<file path="src/rtl/multdiv_unit.sv">
// rtl/multdiv_unit.sv - multicycle signed 32-bit multiply/divide unit
// Shift-add multiply and restoring divide on magnitudes, one bit per clock, sign fixed at the end.
module multdiv_unit #(
  parameter int WIDTH = 32
) (
  input  logic             clock,
  input  logic             reset,
  input  logic             ctrl_MULT,
  input  logic             ctrl_DIV,
  input  logic [WIDTH-1:0] data_operandA,
  input  logic [WIDTH-1:0] data_operandB,
  output logic [WIDTH-1:0] data_result,
  output logic             data_exception,
  output logic             data_resultRDY,
  output logic             busy
);
  localparam logic [1:0] S_IDLE = 2'd0;
  localparam logic [1:0] S_MULT = 2'd1;
  localparam logic [1:0] S_DIV  = 2'd2;
  localparam logic [1:0] S_DONE = 2'd3;

  logic [1:0]  state_q, state_d;
  logic [4:0]  cnt_q, cnt_d;
  logic [63:0] acc_q, acc_d;
  logic [63:0] mcand_q, mcand_d;
  logic [31:0] shreg_q, shreg_d;
  logic        neg_q, neg_d;
  logic        ovf_q, ovf_d;
  logic [31:0] pres_q, pres_d;
  logic        pexc_q, pexc_d;
  logic [31:0] res_q, res_d;
  logic        exc_q, exc_d;
  logic        rdy_q, rdy_d;
  logic        busy_q, busy_d;

  logic [31:0] a_mag, b_mag;
  logic [63:0] prod_acc, prod_s;
  logic [32:0] rem_sh, rem_n;
  logic        ge;
  logic [31:0] q_n;

  function automatic logic [31:0] mag(input logic [31:0] x);
    mag = x[31] ? (~x + 32'd1) : x;
  endfunction

  always_comb begin
    a_mag    = mag(data_operandA);
    b_mag    = mag(data_operandB);
    prod_acc = acc_q + (shreg_q[0] ? mcand_q : 64'd0);
    prod_s   = neg_q ? (~prod_acc + 64'd1) : prod_acc;
    rem_sh   = {acc_q[31:0], shreg_q[31]};
    ge       = (rem_sh >= {1'b0, mcand_q[31:0]});
    rem_n    = ge ? (rem_sh - {1'b0, mcand_q[31:0]}) : rem_sh;
    q_n      = {shreg_q[30:0], ge};
  end

  always_comb begin
    state_d = state_q;
    cnt_d   = cnt_q;
    acc_d   = acc_q;
    mcand_d = mcand_q;
    shreg_d = shreg_q;
    neg_d   = neg_q;
    ovf_d   = ovf_q;
    pres_d  = pres_q;
    pexc_d  = pexc_q;
    res_d   = res_q;
    exc_d   = 1'b0;
    rdy_d   = 1'b0;

    case (state_q)
      S_MULT: begin
        acc_d   = prod_acc;
        mcand_d = mcand_q << 1;
        shreg_d = shreg_q >> 1;
        cnt_d   = cnt_q + 5'd1;
        if (cnt_q == 5'd31) begin
          state_d = S_DONE;
          pres_d  = prod_s[31:0];
          // Overflow when the upper 33 bits are not a pure sign extension.
          pexc_d  = !((prod_s[63:31] == '0) || (prod_s[63:31] == '1));
        end
      end
      S_DIV: begin
        acc_d   = {31'd0, rem_n};
        shreg_d = q_n;
        cnt_d   = cnt_q + 5'd1;
        if (cnt_q == 5'd31) begin
          state_d = S_DONE;
          pres_d  = neg_q ? (~q_n + 32'd1) : q_n;
          pexc_d  = ovf_q;
        end
      end
      S_DONE: begin
        state_d = S_IDLE;
        res_d   = pres_q;
        exc_d   = pexc_q;
        rdy_d   = 1'b1;
      end
      default: ;
    endcase

    // A strobe always (re)starts, discarding any operation in flight.
    if (ctrl_MULT || ctrl_DIV) begin
      cnt_d = 5'd0;
      acc_d = 64'd0;
      neg_d = data_operandA[31] ^ data_operandB[31];
      ovf_d = 1'b0;
      if (ctrl_MULT) begin
        state_d = S_MULT;
        mcand_d = {32'd0, a_mag};
        shreg_d = b_mag;
      end else if (data_operandB == 32'd0) begin
        state_d = S_DONE;
        pres_d  = 32'd0;
        pexc_d  = 1'b1;
      end else begin
        state_d = S_DIV;
        mcand_d = {32'd0, b_mag};
        shreg_d = a_mag;
        ovf_d   = (data_operandA == 32'h8000_0000) && (data_operandB == 32'hFFFF_FFFF);
      end
    end

    busy_d = (state_d == S_MULT) || (state_d == S_DIV);
  end

  always_ff @(posedge clock or posedge reset) begin
    if (reset) begin
      state_q <= S_IDLE;
      cnt_q   <= 5'd0;
      acc_q   <= 64'd0;
      mcand_q <= 64'd0;
      shreg_q <= 32'd0;
      neg_q   <= 1'b0;
      ovf_q   <= 1'b0;
      pres_q  <= 32'd0;
      pexc_q  <= 1'b0;
      res_q   <= 32'd0;
      exc_q   <= 1'b0;
      rdy_q   <= 1'b0;
      busy_q  <= 1'b0;
    end else begin
      state_q <= state_d;
      cnt_q   <= cnt_d;
      acc_q   <= acc_d;
      mcand_q <= mcand_d;
      shreg_q <= shreg_d;
      neg_q   <= neg_d;
      ovf_q   <= ovf_d;
      pres_q  <= pres_d;
      pexc_q  <= pexc_d;
      res_q   <= res_d;
      exc_q   <= exc_d;
      rdy_q   <= rdy_d;
      busy_q  <= busy_d;
    end
  end

  assign data_result    = res_q;
  assign data_exception = exc_q;
  assign data_resultRDY = rdy_q;
  assign busy           = busy_q;
endmodule
</file>
<file path="config.mk">
export PLATFORM = sky130hd
export DESIGN_NAME = multdiv_unit
export DESIGN_NICKNAME = d
export VERILOG_FILES = /design/src/rtl/multdiv_unit.sv
export SDC_FILE = /design/constraint.sdc
export NUM_CORES = 1
export LEC_CHECK = 0
export BUFFER_PORTS_ARGS = -buffer_cell sky130_fd_sc_hd__buf_2
export CORE_AREA = 2 2 251 228
export CTS_CLUSTER_DIAMETER = 80
export CTS_CLUSTER_SIZE = 20
export DETAILED_ROUTE_END_ITERATION = 6
export DIE_AREA = 0 0 253 230
export PLACE_DENSITY = 0.6
export SYNTH_ARGS = -nofsm -noshare
export SYNTH_HDL_FRONTEND = slang
export SYNTH_SLANG_ARGS = --single-unit
</file>
<file path="constraint.sdc">
create_clock -name clock -period 8.98 [get_ports clock]
set_input_delay 1.796 -clock clock [delete_from_list [all_inputs] [get_ports clock]]
set_output_delay 1.796 -clock clock [all_outputs]
set_load 0.01 [all_outputs]
</file>
---- Word level (Yosys, flattened, before mapping) ----
Cells that the tools add are included.
storage, ports and cells
  register bits ........................... 237
  bits of input ports ..................... 68
cells by class
  $add $sub $neg .......................... 7
  $lt $le $gt $ge ......................... 1
  eq/ne operators ......................... 9
  mux-type cells .......................... 39
  bitwise operators ....................... 5
  reductions and logical operators ........ 10
operator list
  kind                   number
  $mux 64                7
  $mux 32                11
  $pmux 32 s2            2
  $pmux 64 s2            1
  $add 32x1->32 const B  3
  $not 32->32            3
  $add 64x1->64 const B  1
  $add 64x64->64         1
  $eq 32x32->1 const B   2
  $not 64->64            1
  $eq 33x33->1 const B   1
  $ge 33x32->1           1
  $logic_not 33->1       1
  $mux 33                1
  $sub 33x32->33         1
  $logic_not 32->1       1
  $mux 1                 10
  $mux 5                 2
  $eq 2x2->1 const B     3
  $mux 2                 3
  $add 5x1->5 const B    1
  $eq 5x5->1 const B     1
  $eq 2x1->1 const B     2
  $pmux 2 s2             1
  other kinds (8)        10

---- Longest topological paths before layout ----
  depth after elaboration ................. 13
  gate-level depth with buffers ........... 27
  depth with buffers taken out ............ 25

---- Least setup slack after synthesis ----
OpenSTA, ideal clock, no wires.
  kind .................................... reg2reg
  start point ............................. register shreg_q[0]
  end point ............................... register pexc_q
  arrival time ............................ 5.252 ns
  slack ................................... 3.594 ns
  cell stages (with the launch flop) ...... 23
  cells stage by stage .................... dfrtp_1 clkbuf_1 inv_1 clkbuf_1 nor2_1 ha_1 buf_2 nand4_1 nor4_1 o211ai_2 a31oi_1 o21ai_0 a2111oi_4 nand4_4 or4_1 clkbuf_1 nor3_1 o21ai_0 a2111o_1 nor4_1 and4_1 nor4b_2 a211oi_1
on the way
  word-level cells in the longest chain between the ends .. 13
ends and longest elaborated chain
  what                                                     RTL line  text
  start: declaration                                       26        logic [31:0] shreg_q, shreg_d;
  start signal: assignment                                 148       shreg_q <= shreg_d;
  $mux 64 (*)                                              49        prod_acc = acc_q + (shreg_q[0] ? mcand_q : 64'd0);
  $add 64x64->64 (*)                                       49
  $not 64->64                                              50        prod_s = neg_q ? (~prod_acc + 64'd1) : prod_acc;
  $add 64x1->64                                            50
  $mux 64 (*)                                              50
  $eq 33x33->1 / $logic_not 33->1 (equally long branches)  81        pexc_d = !((prod_s[63:31] == '0) || (prod_s[63:31] == '1));
  $logic_or 1x1->1 (*)                                     81
  $logic_not 1->1 (*)                                      81
  $mux 1 (*)                                               77        if (cnt_q == 5'd31) begin
  $pmux 1 s2 (*)                                           71        case (state_q)
  $mux 1                                                   113       end else if (data_operandB == 32'd0) begin
  $mux 1                                                   109       if (ctrl_MULT) begin
  $mux 1 (*)                                               104       if (ctrl_MULT || ctrl_DIV) begin
  via pexc_d                                               30        logic pexc_q, pexc_d;
  end signal: assignment                                   152       pexc_q <= pexc_d;
  end: declaration                                         30
Mark *: on every way through the listed nets, which the timed path passes. The rest lies on a longest branch.
A chain may end at the register's enable or synchronous reset.

---- Final worst setup path ----
Ends and elaborated chain as after synthesis.

==> summary.txt <==
Global routing
  – Grt ovf: 0
  – Antenna violations before repair: 0
  – First-pass GRT wire length: ~130000 um
  – Vias in the first global route: 21200
  – Gr usage total: 27.2%
  – Largest net degree at the start of global routing: 130

Die
  – Row cnt: 82
  – Ports: ~100
  – Chip Width: 253 um
  – Vert. Die Dim: 230 um
  – DIE AREA: between 0.05 and 0.06 mm^2
  – CORE AREA: approximately 0.055 mm^2
  – Starting Density: 39.7%

Power
  – Clock share of power: 28.2%
  – Combinational fraction of design power: a little over a third
  – Sequential cell fraction of total power: 36.2%
  – Switching Share: about 41%
  – P_int: 2.01 mW
  – Power Dens Cells: 143 mW/mm^2
  – Pleak: 10.1 nW
  – Psw: 1.37 mW
  – VDD IR max: 111 uV

Logic synthesis
  – Yosys warns: 0
  – Synth Flop Type: dfrtp_1
  – Cell Area, Synth: between 0.02 and 0.025 mm^2
  – Cell count after synthesis: 2828
  – Sequential area share after synthesis: 27.0%
  – Seq cells post-synth: 237
  – Synth top area cells: dfrtp_1, ha_1, a21oi_1, o21ai_0, nor2_1
  – Avg Inst Size Synth: 7.78 um^2
  – Syn Nets: 3004
  – Post-synth EDFFs: 0
  – Asr flop ratio synth: between 90% and 100%
  – Count leader, synth: nor2_1
  – Count of different cell masters after synthesis: 93
  – Top post-synthesis cells by count: nor2_1, nand2_1, dfrtp_1, a21oi_1, o21ai_0
  – Yosys top cell by area: dfrtp_1
  – Post-synth top area share: ~27%

Placed design
  – Detail Placement HPWL: 61300 um
  – Gpl congestion: around 0.93
  – Post-Place Cells: around 3500
  – Port bufs: a little over 100

Timing
  – Clock Skews: ~36 ps
  – Fin. Hold Viols: 0
  – Worst Tran Pin Value: about 1100 ps
  – Sum Neg Setup Slack: 0 ps
  – Min Tclk post-route: ~7200 ps
  – Final setup fails: 0
  – Max Fclk: roughly 140 MHz
  – Max-slew violations: 0
  – Slew margin rel.: 23.6%
  – RSZ-0062 raised after global routing: no
  – Period utilization: 80.3%

Clock network
  – Worst-skew pair later-pin latency: 570 ps
  – Clock sink total: ~240
  – Worst-case clock buffer depth: 3
  – H-tree level count: 1
  – Clk root buf: clkbuf_16
  – Total setup buffers inserted after CTS: 0
  – Num CTS Buffers: 20
  – TritonCTS clock tree: yes
  – Clock-pin slew on the worst setup and hold paths: 90 ps
  – Hold_buf cts: 0
  – Post-CTS resize count: 0

Worst hold path
  – Worst hold path type: flip-flop to flip-flop

Drt
  – DR vias/cell: between 6 and 7
  – Drt drc: 0
  – ANT nets after route: 0
  – First drt pass iteration count: 6
  – Wirelength per Cell: 22.8 um
  – Total routed wirelength: 80500 um
  – Routed vias: 22100
  – Initial DRC count: 2077

Layout
  – Fin cells: 3524
  – Share of cells above drive strength 1: 9.61%
  – Antenna cells: 0
  – Area delta synth->final: 7.55%
  – Nets@finish: 2976

Worst setup path
  – Worst setup SP type: flip-flop
  – CP endpoint kind: flip-flop
  – Setup Crit Path Kind: flip-flop to flip-flop
  – Crit path max fanout: 35
  – WP data required: roughly 9400 ps
  – Crit path DAT: about 7700 ps

Flow run
  – Max-cap violations: 0

Run status
  – Status: completed
per-layer routing:
metal / vias to the layer above / routed length (um) / GRT usage [%]
li1: 10300 / - / -
met1: 10800 / 35300 / 36.8
met2: 827 / 36800 / 44.2
met3: 137 / 5370 / 4.23
met4: 0 / 3010 / 8.80
met5: - / 0 / 0
worst max-delay path, cell delays in order (launching register included):
cell	delay, ps
dfrtp_1	460
buf_4	400
and2_1	200
ha_1	220
inv_1	70
fa_1	430
nand2b_1	210
a21oi_1	760
o21a_1	300
o311ai_0	370
nand4b_1	340
nor2_1	450
nand3_1	400
nor4_1	800
nand4_1	440
o31ai_1	360
xor2_1	200
and4b_1	220
nand2_1	60
nor4b_1	290
a211oi_1	100
cell type report:
cell class | instances | area [um^2]
clock inverter | 10 | 129
tap | 714 | 893
inverter | 88 | 338
timing repair buffer | 135 | 771
clock buffer | 22 | 539
sequential | 237 | 5930
multi-input combinational | 2318 | 15100
fill | 5563 | 31700
state kept, by name, summed over array words and instances, names as in the netlist:
signal / count
neg_q: 1
shreg_q: 32
acc_q: 64
pres_q: 32
data_result: 32
state_q: 2
ovf_q: 1
busy: 1
pexc_q: 1
data_exception: 1
data_resultRDY: 1
cnt_q: 5
mcand_q: 64
power by group through the flow:
stage	clock, mW	sequential [mW]	combinational (mW)
after floorplan	0	1.20	0.829
after global placement	0	1.24	1.17
after detailed placement	0	1.24	1.18
after CTS	0.977	1.22	1.18
after global routing	1.01	1.23	1.31
final	0.953	1.23	1.21
through the flow:
step	instance area, um^2	utilization [%]	hold WS, ps	setup slack, ps	total power [mW]
after floorplan	22000	-	456	681	2.03
after global placement	23000	41.5	470	1940	2.41
after detailed placement	23000	41.5	478	1910	2.42
after CTS	23700	42.7	499	1880	3.38
after global routing	23700	42.7	522	1190	3.55
final	23700	42.7	487	1770	3.39
layout by cell type (no fill, tap or decap), drive strengths merged, types with 23 or more instances in the layout:
master	synthesis	layout
and2	52	52
nor3	71	71
a22oi	42	42
a211oi	61	61
nor2	284	284
inv	86	88
or2	26	26
a31oi	27	27
nand3	48	48
o211ai	46	46
o21ai	233	233
nand2	278	278
nor2b	24	24
nand4	46	46
or4	23	23
mux2i	58	58
buf	21	135
a21o	30	30
xor2	99	99
or3	35	35
a21oi	231	231
o31ai	50	50
nor4	25	25
ha	106	106
dfrtp	237	237
mux2	45	45
xnor2	113	113
path summary, 6_finish.rpt:
path / from / to / slack, ps / depth (start not counted)
min: acc_q[45] / acc_q[45] / 490 / 2
max in group asynchronous: reset / data_result[19] / 6410 / 3
min reg2reg: acc_q[45] / acc_q[45] / 490 / 2
min in group asynchronous: reset / mcand_q[35] / 1350 / 2
max reg2reg: shreg_q[0] / pexc_q / 1770 / 20
max: shreg_q[0] / pexc_q / 1770 / 20
logic make-up after synthesis:
family | Yosys count | share of synthesized area, %
buffers and inverters | 273 | 4.77
and+or+nand+nor | 978 | 21.4
DFF | 237 | 27.0
adders and majority gates | 108 | 6.21
muxes | 103 | 4.94
AOI/OAI and AO/OA | 917 | 27.2
xor gates and xnor gates | 212 | 8.47
Power figures use the tool's default switching activity.
